[config.mk]
export PLATFORM = sky130hd
export DESIGN_NAME = rv32e_mem_arbiter
export DESIGN_NICKNAME = d
export VERILOG_FILES = /design/src/rtl/rv32e_mem_arbiter.sv
export SDC_FILE = /design/constraint.sdc
export NUM_CORES = 1
export LEC_CHECK = 0
export ABC_AREA = 1
export BUFFER_PORTS_ARGS = -buffer_cell sky130_fd_sc_hd__buf_4
export CAP_MARGIN = 20
export CORE_MARGIN = 2
export CORE_UTILIZATION = 25
export CTS_CLUSTER_SIZE = 25
export DETAILED_ROUTE_END_ITERATION = 6
export SKIP_LAST_GASP = 1
export SYNTH_ARGS = -nofsm -noshare
export SYNTH_HDL_FRONTEND = slang
export SYNTH_SLANG_ARGS = --single-unit
[constraint.sdc]
create_clock -name clk -period 1.75 [get_ports clk]
set_input_delay 0.0875 -clock clk [delete_from_list [all_inputs] [get_ports clk]]
set_output_delay 0.0875 -clock clk [all_outputs]
set_load 0.05 [all_outputs]
[src/rtl/rv32e_mem_arbiter.sv]
// Shares one memory port between rv32e instruction fetch and data access.
// Data wins by default; a bounded data-grant streak guarantees fetch progress.
module rv32e_mem_arbiter #(
   parameter int ADDR_W       = 32,
   parameter int DATA_W       = 32,
   parameter int MAX_D_STREAK = 4
) (
   input  logic                clk,
   input  logic                reset,
   input  logic                i_req,
   input  logic [ADDR_W-1:0]   i_addr,
   output logic                i_gnt,
   output logic                i_rvalid,
   output logic [DATA_W-1:0]   i_rdata,
   input  logic                d_req,
   input  logic                d_we,
   input  logic [DATA_W/8-1:0] d_be,
   input  logic [ADDR_W-1:0]   d_addr,
   input  logic [DATA_W-1:0]   d_wdata,
   output logic                d_gnt,
   output logic                d_rvalid,
   output logic [DATA_W-1:0]   d_rdata,
   output logic                mem_req,
   output logic                mem_we,
   output logic [DATA_W/8-1:0] mem_be,
   output logic [ADDR_W-1:0]   mem_addr,
   output logic [DATA_W-1:0]   mem_wdata,
   input  logic                mem_gnt,
   input  logic                mem_rvalid,
   input  logic [DATA_W-1:0]   mem_rdata,
   output logic                err_spurious
);

   localparam int BE_W     = DATA_W / 8;
   localparam int STREAK_W = $clog2(MAX_D_STREAK + 1);

   typedef enum logic [1:0] {
      ST_IDLE = 2'd0,
      ST_REQ  = 2'd1,
      ST_RESP = 2'd2
   } state_e;

   state_e                state_q, state_d;
   logic                  owner_data_q, owner_data_d;
   logic [STREAK_W-1:0]   streak_q, streak_d;
   logic                  mem_req_q, mem_req_d;
   logic                  mem_we_q, mem_we_d;
   logic [BE_W-1:0]       mem_be_q, mem_be_d;
   logic [ADDR_W-1:0]     mem_addr_q, mem_addr_d;
   logic [DATA_W-1:0]     mem_wdata_q, mem_wdata_d;
   logic                  i_rvalid_q, i_rvalid_d;
   logic                  d_rvalid_q, d_rvalid_d;
   logic [DATA_W-1:0]     i_rdata_q, i_rdata_d;
   logic [DATA_W-1:0]     d_rdata_q, d_rdata_d;
   logic                  err_q, err_d;

   logic                  streak_max_s;
   logic                  grant_d_s;
   logic                  grant_i_s;
   logic                  resp_done_s;

   assign streak_max_s = (streak_q == STREAK_W'(MAX_D_STREAK));
   assign resp_done_s  = (state_q == ST_RESP) && mem_rvalid;

   // Winner selection; only meaningful while idle.
   always_comb begin
      grant_d_s = 1'b0;
      grant_i_s = 1'b0;
      if (state_q == ST_IDLE) begin
         if (d_req && !(i_req && streak_max_s)) begin
            grant_d_s = 1'b1;
         end else if (i_req) begin
            grant_i_s = 1'b1;
         end else begin
            grant_d_s = 1'b0;
            grant_i_s = 1'b0;
         end
      end else begin
         grant_d_s = 1'b0;
         grant_i_s = 1'b0;
      end
   end

   // FSM state register.
   always_ff @(posedge clk or negedge reset) begin
      if (!reset) begin
         state_q <= ST_IDLE;
      end else begin
         state_q <= state_d;
      end
   end

   // FSM next-state logic.
   always_comb begin
      state_d = state_q;
      case (state_q)
         ST_IDLE: begin
            if (grant_d_s || grant_i_s) begin
               state_d = ST_REQ;
            end else begin
               state_d = ST_IDLE;
            end
         end
         ST_REQ: begin
            if (mem_gnt) begin
               state_d = ST_RESP;
            end else begin
               state_d = ST_REQ;
            end
         end
         ST_RESP: begin
            if (mem_rvalid) begin
               state_d = ST_IDLE;
            end else begin
               state_d = ST_RESP;
            end
         end
         default: state_d = ST_IDLE;
      endcase
   end

   // FSM outputs: grants are combinational, everything else comes from flops.
   always_comb begin
      i_gnt        = grant_i_s;
      d_gnt        = grant_d_s;
      i_rvalid     = i_rvalid_q;
      i_rdata      = i_rdata_q;
      d_rvalid     = d_rvalid_q;
      d_rdata      = d_rdata_q;
      mem_req      = mem_req_q;
      mem_we       = mem_we_q;
      mem_be       = mem_be_q;
      mem_addr     = mem_addr_q;
      mem_wdata    = mem_wdata_q;
      err_spurious = err_q;
   end

   // Command capture, streak bookkeeping and response steering.
   always_comb begin
      owner_data_d = owner_data_q;
      streak_d     = streak_q;
      mem_req_d    = mem_req_q;
      mem_we_d     = mem_we_q;
      mem_be_d     = mem_be_q;
      mem_addr_d   = mem_addr_q;
      mem_wdata_d  = mem_wdata_q;

      if (grant_d_s) begin
         owner_data_d = 1'b1;
         mem_req_d    = 1'b1;
         mem_we_d     = d_we;
         mem_be_d     = d_be;
         mem_addr_d   = d_addr;
         mem_wdata_d  = d_wdata;
         // Only data grants that make a fetch wait count toward the streak.
         if (!i_req) begin
            streak_d = {STREAK_W{1'b0}};
         end else if (streak_max_s) begin
            streak_d = streak_q;
         end else begin
            streak_d = streak_q + STREAK_W'(1);
         end
      end else if (grant_i_s) begin
         owner_data_d = 1'b0;
         mem_req_d    = 1'b1;
         mem_we_d     = 1'b0;
         mem_be_d     = {BE_W{1'b1}};
         mem_addr_d   = i_addr;
         mem_wdata_d  = {DATA_W{1'b0}};
         streak_d     = {STREAK_W{1'b0}};
      end else if ((state_q == ST_REQ) && mem_gnt) begin
         mem_req_d = 1'b0;
      end else begin
         mem_req_d = mem_req_q;
      end

      i_rvalid_d = resp_done_s && !owner_data_q;
      d_rvalid_d = resp_done_s && owner_data_q;

      if (i_rvalid_d) begin
         i_rdata_d = mem_rdata;
      end else begin
         i_rdata_d = i_rdata_q;
      end

      if (d_rvalid_d) begin
         d_rdata_d = mem_we_q ? {DATA_W{1'b0}} : mem_rdata;
      end else begin
         d_rdata_d = d_rdata_q;
      end

      err_d = err_q || (mem_rvalid && (state_q != ST_RESP));
   end

   // Datapath and status registers.
   always_ff @(posedge clk or negedge reset) begin
      if (!reset) begin
         owner_data_q <= 1'b0;
         streak_q     <= {STREAK_W{1'b0}};
         mem_req_q    <= 1'b0;
         mem_we_q     <= 1'b0;
         mem_be_q     <= {BE_W{1'b0}};
         mem_addr_q   <= {ADDR_W{1'b0}};
         mem_wdata_q  <= {DATA_W{1'b0}};
         i_rvalid_q   <= 1'b0;
         d_rvalid_q   <= 1'b0;
         i_rdata_q    <= {DATA_W{1'b0}};
         d_rdata_q    <= {DATA_W{1'b0}};
         err_q        <= 1'b0;
      end else begin
         owner_data_q <= owner_data_d;
         streak_q     <= streak_d;
         mem_req_q    <= mem_req_d;
         mem_we_q     <= mem_we_d;
         mem_be_q     <= mem_be_d;
         mem_addr_q   <= mem_addr_d;
         mem_wdata_q  <= mem_wdata_d;
         i_rvalid_q   <= i_rvalid_d;
         d_rvalid_q   <= d_rvalid_d;
         i_rdata_q    <= i_rdata_d;
         d_rdata_q    <= d_rdata_d;
         err_q        <= err_d;
      end
   end

endmodule

# After elaboration in Yosys (flattened, before gate mapping)

Index checks and enable logic that the tools add are counted.

Output and inout port bits: 139
Bits of input ports: 139
Bits in registers: 143
Logic and storage cells: 60

Reduce and logical (&&, ||, !) cells: 15
Multiplexer cells: 26
Equality and inequality tests: 5
Add/subtract/negate cells: 1

Operators with widths:

| cell                                           | count |
|---|---|
| two-way mux 32 bit                             | 5 |
| two-way mux 1 bit                              | 12 |
| two-way mux 3 bit                              | 4 |
| two-way mux 4 bit                              | 2 |
| logical AND 1 bit                              | 7 |
| case mux 2 bit (3 select lines)                | 1 |
| two-way mux 2 bit                              | 2 |
| adder 3 x 1 -> 3 bit (second input constant)   | 1 |
| == test 3 bit (second input constant)          | 1 |
| != test 3 bit (second input constant)          | 1 |
| nonzero test 3 bit                             | 1 |
| == test 2 x 1 -> 1 bit (second input constant) | 1 |
| == test 2 bit (second input constant)          | 1 |
| zero test 1 bit                                | 2 |
| zero test 2 bit                                | 1 |
| logical OR 1 bit                               | 2 |
| != test 2 bit (second input constant)          | 1 |
| AND reduction 2 bit                            | 1 |
| nonzero test 2 bit                             | 1 |

# Longest topological paths before layout

Gate-level depths: netlist of the first run.

Depth after elaboration: 9
Gate-level depth with buffers: 9
Mapped depth without buffers: 8

# Least setup slack after synthesis of the first run

Ideal clock, no wire load.

Kind: reg2reg
Start point: reg state_q[0]
End point: reg owner_data_q
Setup slack: -133 ps
Stages on the path, launching flop included: 6
Period minus slack after synthesis: 1883 ps
Required time: 1573 ps
Data arrival time: 1707 ps
Buffers on the path: 1
Path through: dfrtp_1 -> nor2_4 -> nand2_2 -> buf_4 -> a21oi_1 -> a21oi_1

Word-level cells in the longest chain between the ends: 3

RTL lines:

| item                         | RTL line | RTL |
|---|---|---|
| from (decl)                  | 43       | `state_e state_q, state_d;` |
| from (signal assigned)       | 89       | `state_q <= state_d;` |
| zero test 2 bit              | 69       | `if (state_q == ST_IDLE) begin` |
| two-way mux 1 bit            | 69       |  |
| named net i_gnt              | 12       | `output logic i_gnt,` |
| nonzero test 2 bit (no line) | -        |  |
| to (signal assigned)         | 211      | `owner_data_q <= owner_data_d;` |
| to (decl)                    | 44       | `logic owner_data_q, owner_data_d;` |

The timed path passes the listed nets, and every way through them passes these cells.
A chain may end at the register's enable or synchronous reset.

# Worst setup path after layout of the first run

Start point: reg streak_q[1]
End point: out i_gnt

Word-level cells in the longest chain between the ends: 6

RTL lines:

| item                   | RTL line | RTL |
|---|---|---|
| from (decl)            | 45       | `logic [STREAK_W-1:0] streak_q, streak_d;` |
| from (signal assigned) | 199      | `streak_q <= {STREAK_W{1'b0}};` |
| from (signal assigned) | 212      | `streak_q <= streak_d;` |
| == test 3 bit          | 62       | `assign streak_max_s = (streak_q == STREAK_W'(MAX_D_STREAK));` |
| logical AND 1 bit      | 70       | `if (d_req && !(i_req && streak_max_s)) begin` |
| zero test 1 bit        | 70       |  |
| logical AND 1 bit      | 70       |  |
| two-way mux 1 bit      | 70       |  |
| two-way mux 1 bit      | 69       |  |
| to (decl)              | 12       |  |

Every way passes these cells.

==> summary.txt, run 1 <==
Logic synthesis
  – Ys async rst share: 100%
  – Syn Inst Count: slightly below 800
  – Synth top area cells: dfrtp_1 (55%), nand2_1 (19%), nand3_1 (5.1%)
  – Post-synth EDFFs: 0
  – Post-synth cell types: 25
  – Post-synthesis xor/xnor area fraction: 0.134%
  – Seq cells post-synth: ~140
  – Synth Flop Type: dfrtp_1
  – Post-synth top cells: nand2_1 (330), dfrtp_1 (143), inv_1 (70), nand3_1 (67), o21ai_0 (33)
  – Cell with the most instances after synthesis: nand2_1
  – Largest family of logic cells by synthesized area: simple AND/OR/NAND/NOR gates
  – Post-synthesis mux area share: 0%
  – Mapped Area: approximately 6500 um2
  – Adder-Cell Fraction of Synth Area: 0.383%
  – Syn nets: 936
  – Area share of and/or/nand/nor cells after synthesis: 32.9%
  – Syn avg cell area: 8.22 um2
  – Yosys top cell by area: dfrtp_1
  – Warnings, synthesis: 0
  – Seq/Total Area, Yosys: a little over half
  – Top-area cell type share of the netlist area: 54.7%
  – Synth Area in Compound Gates: 3.06%

Clock tree
  – TritonCTS clock tree: built
  – Htree depth: 4
  – Clock Path Buffers: 2
  – Total clock sinks: between 100 and 150
  – Total CTS buffers: 17
  – Clock slew at reported path FFs: ~0.06 ns
  – Root Buffer: clkbuf_16
  – Skew-Pair Late Insertion Delay: 0.42 ns

Timing
  – Period utilisation layout: a little over nine tenths
  – Clk_skew: 0.0132 ns
  – RSZ-0062 raised after global routing: yes
  – Max-slew violation count: 0
  – Worst-margin pin slew: 0.481 ns
  – Final worst path period need: 1.69 ns
  – Rel. slew slack: ~68%
  – Final Hold Viols: 0
  – F_max: 0.593 GHz
  – Min Hold Slack: 0.0238 ns
  – Final setup fails: 0
  – Final worst slack: 0.0649 ns

Layout
  – Area grow syn2layout: 62.7%
  – Ant diodes: 0
  – FILL cells: 2545
  – Final core occ: slightly above 40%
  – Layout cells sized above 1: between 30% and 40%
  – Final nets: 1296

Routing
  – DRT iter0 DRCs: 399
  – DR vias: ~6500
  – Post-DRT Antenna Nets: 0
  – DR WL/cell: roughly 14 um
  – Post-Route WL: ~21000 um
  – DR vias/cell: 4.29
  – Pre-Repair DR Iteration Count: 4
  – DRC errors left: 0

Placement
  – Hpwl dp: 14400 um
  – RePlAce Congestion: ~0.8
  – Setup Slack @ Placement: 0.155 ns
  – IO buf count: 277

GRT
  – Vias in the first global route: 6475
  – Initial antenna violation count: 0
  – Total track usage: 15.6%
  – Pin count of the biggest net entering global routing: 66
  – Grt total ovfl: 0
  – First-pass GRT wire length: 34700 um

Die
  – Die height: 166 um
  – Initial Utilization: 25.3%
  – IO Pins: 278
  – Total die area: ~27000 um2
  – Core Region: 25800 um2
  – # rows: 59
  – Die width: 166 um

Critical path
  – WP data required: approximately 1.7 ns
  – Critical Path Start: streak_q[1]
  – CP max stage cell: dfrtp_1
  – Ordered cell list for the critical path: inv_2, ha_4, nand3_4, buf_12, a21oi_4, buf_8
  – Critical path class: flop to output pin
  – CP Capture Type: output pin
  – Worst reg2reg path startpoint: state_q[0]
  – Crit Path Max Fanout: 3
  – Slowest cell delay on critical path: 0.39 ns
  – CP Launch Type: flop
  – CP arrival: 1.60 ns

Pwr
  – Maximum vdd drop: 1200 uV
  – Total power: 0.0220 W
  – Leakage dissipation: 5.80 nW
  – Pwr/cell area: 2070 nW/um2

Run status
  – Status: finished clean

Min path
  – HP Start: d_addr[4]
  – Min-delay worst type: input pin to flop

Flow run
  – Max-Cap Viols: 0
==> stage by stage <==
| step | cell area [um2] | instances | setup TNS, ns |
|---|---|---|---|
| 6_report | 10600 | 1503 | 0 |
| 5_1_grt | 10600 | 1503 | -0.0103 |
| 4_1_cts | 10600 | 1502 | 0 |
| 3_5_place_dp | 9020 | 1375 | 0 |
| 3_3_place_gp | 9020 | 1375 | 0 |
| 2_1_floorplan | 6540 | 795 | 0 |
==> routing by layer <==
layer	routed length [um]	vias up	GRT usage, %
li1	-	3217	-
met5	0	-	0
met1	9330	3030	19.2
met2	10700	180	26.8
met3	1050	27	3.92
met4	429	0	4.95
==> logic make-up (layout without fill, tap and decap cells) <==
group / after synthesis / count (layout)
compound gates: 39 / 39
buf+inv: 128 / 501
simple gates: 482 / 482
xor+xnor: 1 / 1
flops: 143 / 143
fa+ha+maj: 2 / 2
==> layout by cell type (no fill, tap or decap), types with 2 or more instances in the layout <==
cell / n
inv_8: 3
dfrtp_1: 143
o21ai_0: 33
clkbuf_16: 18
nand2_1: 330
inv_1: 68
nor2_4: 2
o21ai_1: 2
inv_2: 4
nand3_4: 2
nand4_1: 32
clkinvlp_4: 2
buf_4: 293
dlygate4sd3_1: 90
nand3b_1: 32
nor2_1: 13
buf_12: 8
nand3_1: 67
nand3_2: 2
inv_6: 6
clkinv_4: 4
==> report_power, final <==
group          switching, W  total (W)  internal, W
clock network       0.00161    0.00350      0.00189
registers          0.000905    0.00577      0.00486
logic               0.00885     0.0127      0.00384
==> state kept, by name, summed over array words and instances (netlist names) <==
name	count
d_rdata	32
d_rvalid	1
err_spurious	1
i_rdata	32
i_rvalid	1
mem_addr	32
mem_be	4
mem_req	1
mem_wdata	32
mem_we	1
owner_data_q	1
state_q	2
streak_q	3
==> worst max-delay path: cells and delay by family (launching register included) <==
family          cells  cell delay (ns)
buf+inv             3             0.41
compound gates      1             0.14
simple gates        1             0.10
flops               1             0.39
fa+ha+maj           1             0.14
==> worst paths after layout <==
| kind | end | slack, ns | cells after the start |
|---|---|---|---|
| max | i_gnt | 0.06 | 6 |
| min | mem_addr[4] | 0.02 | 5 |
| max reg2reg | mem_addr[7] | 0.11 | 8 |
| min reg2reg | i_rdata[31] | 0.48 | 2 |
| max in group asynchronous | i_rdata[2] | 0.91 | 3 |
| min in group asynchronous | d_rdata[8] | 0.19 | 2 |
==> what timing repair did <==
action,in CTS,in global routing
hold buffers,90,0
resized for setup,14,3
hold endpoints to repair,162,0
pin swaps,3,2
cloned,1,1
endpoints found under the setup margin,2,12
setup buffers,4,1
==> cell type report <==
type | instances | area [um2] | share of cell area, %
Sequential cell | 143 | 3580 | 33.7
Timing Repair Buffer | 396 | 3370 | 31.7
Multi-Input combinational cell | 524 | 2420 | 22.7
Clock buffer | 17 | 425 | 4.00
Tap cell | 335 | 419 | 3.94
Inverter | 73 | 279 | 2.62
Clock inverter | 15 | 144 | 1.35
No activity file was read; power rests on OpenSTA's default activity.
==> run 2: changes to the inputs <==
--- a/config.mk
+++ b/config.mk
@@ -8,6 +8,7 @@
 export ABC_AREA = 1
 export BUFFER_PORTS_ARGS = -buffer_cell sky130_fd_sc_hd__buf_4
 export CAP_MARGIN = 20
+export CORE_ASPECT_RATIO = 0.6
 export CORE_MARGIN = 2
 export CORE_UTILIZATION = 25
 export CTS_CLUSTER_SIZE = 25
==> run 2 against run 1 <==
Clock skew fell by 0.0048 ns. Combinational power about the same. Core utilization up 1.8 points. Largest cell class is now buffers. Largest power group unchanged. Sequential cell count is the same. Clock-buffer cell count increased by 4.
==> summary.txt, run 2 (same netlist as run 1, synthesis figures left out) <==
GRT
  – Initial antenna violation count: 0 (unchanged)
  – Vias in the first global route: 6684 (was 6475)
  – Pin count of the biggest net entering global routing: 66 (unchanged)
  – Total track usage: 16.7% (was 15.6%)
  – Grt total ovfl: 0 (unchanged)
  – First-pass GRT wire length: 35300 um (was 34700 um)

Pwr
  – Maximum vdd drop: 815 uV (was 1200 uV)
  – Leakage dissipation: 5.93 nW (was 5.80 nW)
  – Total power: 0.0221 W (was 0.0220 W)
  – Pwr/cell area: 2020 nW/um2 (was 2070 nW/um2)

Clock tree
  – Clock slew at reported path FFs: 0.06 ns (about the same)
  – Htree depth: 4 (unchanged)
  – Clock Path Buffers: 2 (unchanged)
  – Total clock sinks: 143 (unchanged)
  – Total CTS buffers: 17 (unchanged)
  – Root Buffer: clkbuf_16 (unchanged)
  – Skew-Pair Late Insertion Delay: 0.43 ns (was 0.42 ns)
  – TritonCTS clock tree: built (unchanged)

Critical path
  – WP data required: 1.66 ns (about the same)
  – Buf/Inv on CP: 3 (unchanged)
  – CP delay by family, top: flip-flops (was buffers and inverters)
  – CP max stage cell: dfrtp_1 (unchanged)
  – CP arrival: 1.63 ns (was 1.60 ns)
  – R2r setup slk: 0.11 ns (about the same)
  – Slowest cell delay on critical path: 0.40 ns (was 0.39 ns)
  – CP Launch Type: flop (unchanged)
  – Crit Path Max Fanout: 3 (unchanged)
  – CP Capture Type: output pin (unchanged)
  – Ordered cell list for the critical path: inv_2, ha_4, nand3_4, buf_12, a21oi_4, buf_8 (unchanged)
  – Critical path class: flop to output pin (unchanged)

Timing
  – Rel. slew slack: 64.3% (was 68.0%)
  – Final worst path period need: 1.71 ns (was 1.69 ns)
  – Max-slew violation count: 0 (unchanged)
  – RSZ-0062 raised after global routing: yes (unchanged)
  – Clk_skew: 0.00843 ns (was 0.0132 ns)
  – F_max: 0.584 GHz (was 0.593 GHz)
  – Final Hold Viols: 0 (unchanged)
  – Worst-margin pin slew: 0.536 ns (was 0.481 ns)
  – Period utilisation layout: 97.9% (was 96.3%)
  – Final setup fails: 0 (unchanged)

Die
  – Core Region: 25500 um2 (was 25800 um2)
  – Die height: 129 um (was 166 um)
  – IO Pins: 278 (unchanged)
  – Total die area: 27500 um2 (about the same)
  – # rows: 45 (was 59)
  – Die width: 213 um (was 166 um)
  – Initial Utilization: 25.6% (was 25.3%)

Min path
  – Min-delay worst type: input pin to flop (unchanged)

Routing
  – DR WL/cell: 14.9 um (was 14.3 um)
  – Highest routed metal layer: met4 (unchanged)
  – Post-DRT Antenna Nets: 0 (unchanged)
  – Met2 routed WL: 10600 um (was 10700 um)
  – DR vias: 6613 (was 6454)
  – Pre-Repair DR Iteration Count: 5 (was 4)
  – WL met1: 10600 um (was 9330 um)
  – Metal3 WL: 1470 um (was 1050 um)
  – Post-Route WL: 23100 um (was 21500 um)
  – DRT iter0 DRCs: 322 (was 399)
  – DRC errors left: 0 (unchanged)
  – DR vias/cell: 4.28 (was 4.29)

Layout
  – Final nets: 1323 (was 1296)
  – Layout cells sized above 1: 29.8% (was 30.2%)
  – Non-Filler Instances: 1546 (was 1503)
  – Ant diodes: 0 (unchanged)
  – Commonest non-fill, non-tap cell in the layout: nand2_1 (unchanged)
  – Post-route design area: 10900 um2 (was 10600 um2)
  – Area grow syn2layout: 67.4% (was 62.7%)
  – Most frequent cells in the layout: nand2_1 (330), buf_4 (294), dfrtp_1 (143), dlygate4sd3_1 (113), inv_1 (68) (was nand2_1 (330), buf_4 (293), dfrtp_1 (143), dlygate4sd3_1 (90), inv_1 (68))

Placement
  – IO buf count: 277 (unchanged)
  – RePlAce Congestion: 0.787 (was 0.797)
  – Hpwl dp: 14900 um (was 14400 um)
  – Placed inst area: 9040 um2 (was 9020 um2)
  – Post-placement cell count: 1389 (was 1375)

Flow run
  – Max-Cap Viols: 0 (unchanged)

Run status
  – Status: finished clean (unchanged)
-- run 2: cell types whose count changed in the layout (fill, tap and decap cells not counted), sizes merged --
| cell | change |
|---|---|
| dlygate4sd3 | +23 |
| inv | -8 |
| buf | +4 |
| clkbuf | +4 |
| clkinv | +2 |
| bufinv | +1 |
-- run 2: layout make-up --
cell class,count,area [um2]
fill,2538,14600
clock inverter,10,87.6
multi-input combinational,524,2420
clock buffer,21,480
tap,352,440
inverter,73,279
sequential,143,3580
timing repair buffer,423,3660
-- run 2: stage by stage --
stage	TNS [ns]	worst slack (ns)	hold slack, ns	util [%]
2_1_floorplan	0	0.208	-0.208	-
3_3_place_gp	0	0.233	0.0857	35.5
3_5_place_dp	0	0.212	0.0828	35.5
4_1_cts	0	0.00690	0.0000686	42.6
5_1_grt	-0.0592	-0.0428	0.0261	42.9
6_report	0	0.0373	0.0296	42.9
-- run 2: path summary, 6_finish.rpt --
check                             from      endpoint  depth (start not counted)
hold reg to reg            i_rdata[23]   i_rdata[23]                          2
max in group asynchronous        reset    i_rdata[0]                          3
hold / removal               i_addr[4]   mem_addr[4]                          6
min in group asynchronous        reset  mem_addr[11]                          2
setup / recovery           streak_q[0]         i_gnt                          6
setup reg to reg           streak_q[0]   streak_q[0]                          9
-- run 2: power by group --
group | internal, W | switching, W | total [W] | leakage [nW]
Combinational | 0.00389 | 0.00889 | 0.0128 | 3.87
Sequential | 0.00487 | 0.000939 | 0.00581 | 1.78
Clock | 0.00209 | 0.00145 | 0.00353 | 0.280
Total | 0.0108 | 0.0113 | 0.0221 | 5.93
-- run 2: per-layer routing --
metal	GRT usage [%]	up-vias
met5	0	-
met4	5.72	0
met3	5.53	23
met2	27.0	198
met1	21.2	3127
li1	-	3265
-- run 2: worst register-to-register path: stages, from the launching register on --
cell and delay, ns:
dfrtp_1 0.38, inv_2 0.07, ha_4 0.16, nand3_4 0.10, buf_12 0.11, buf_4 0.25
nand2_1 0.09, nor2_1 0.23, nand2_1 0.10, o21ai_1 0.08
-- run 2: what timing repair did --
action / CTS / global route
hold buffers: 113 / 0
cloned: 1 / 1
setup endpoints to repair: 2 / 3
gates resized for setup: 13 / 3
hold endpoints to repair: 180 / 0
buffers inserted: 4 / 7
pin swaps: 1 / 3
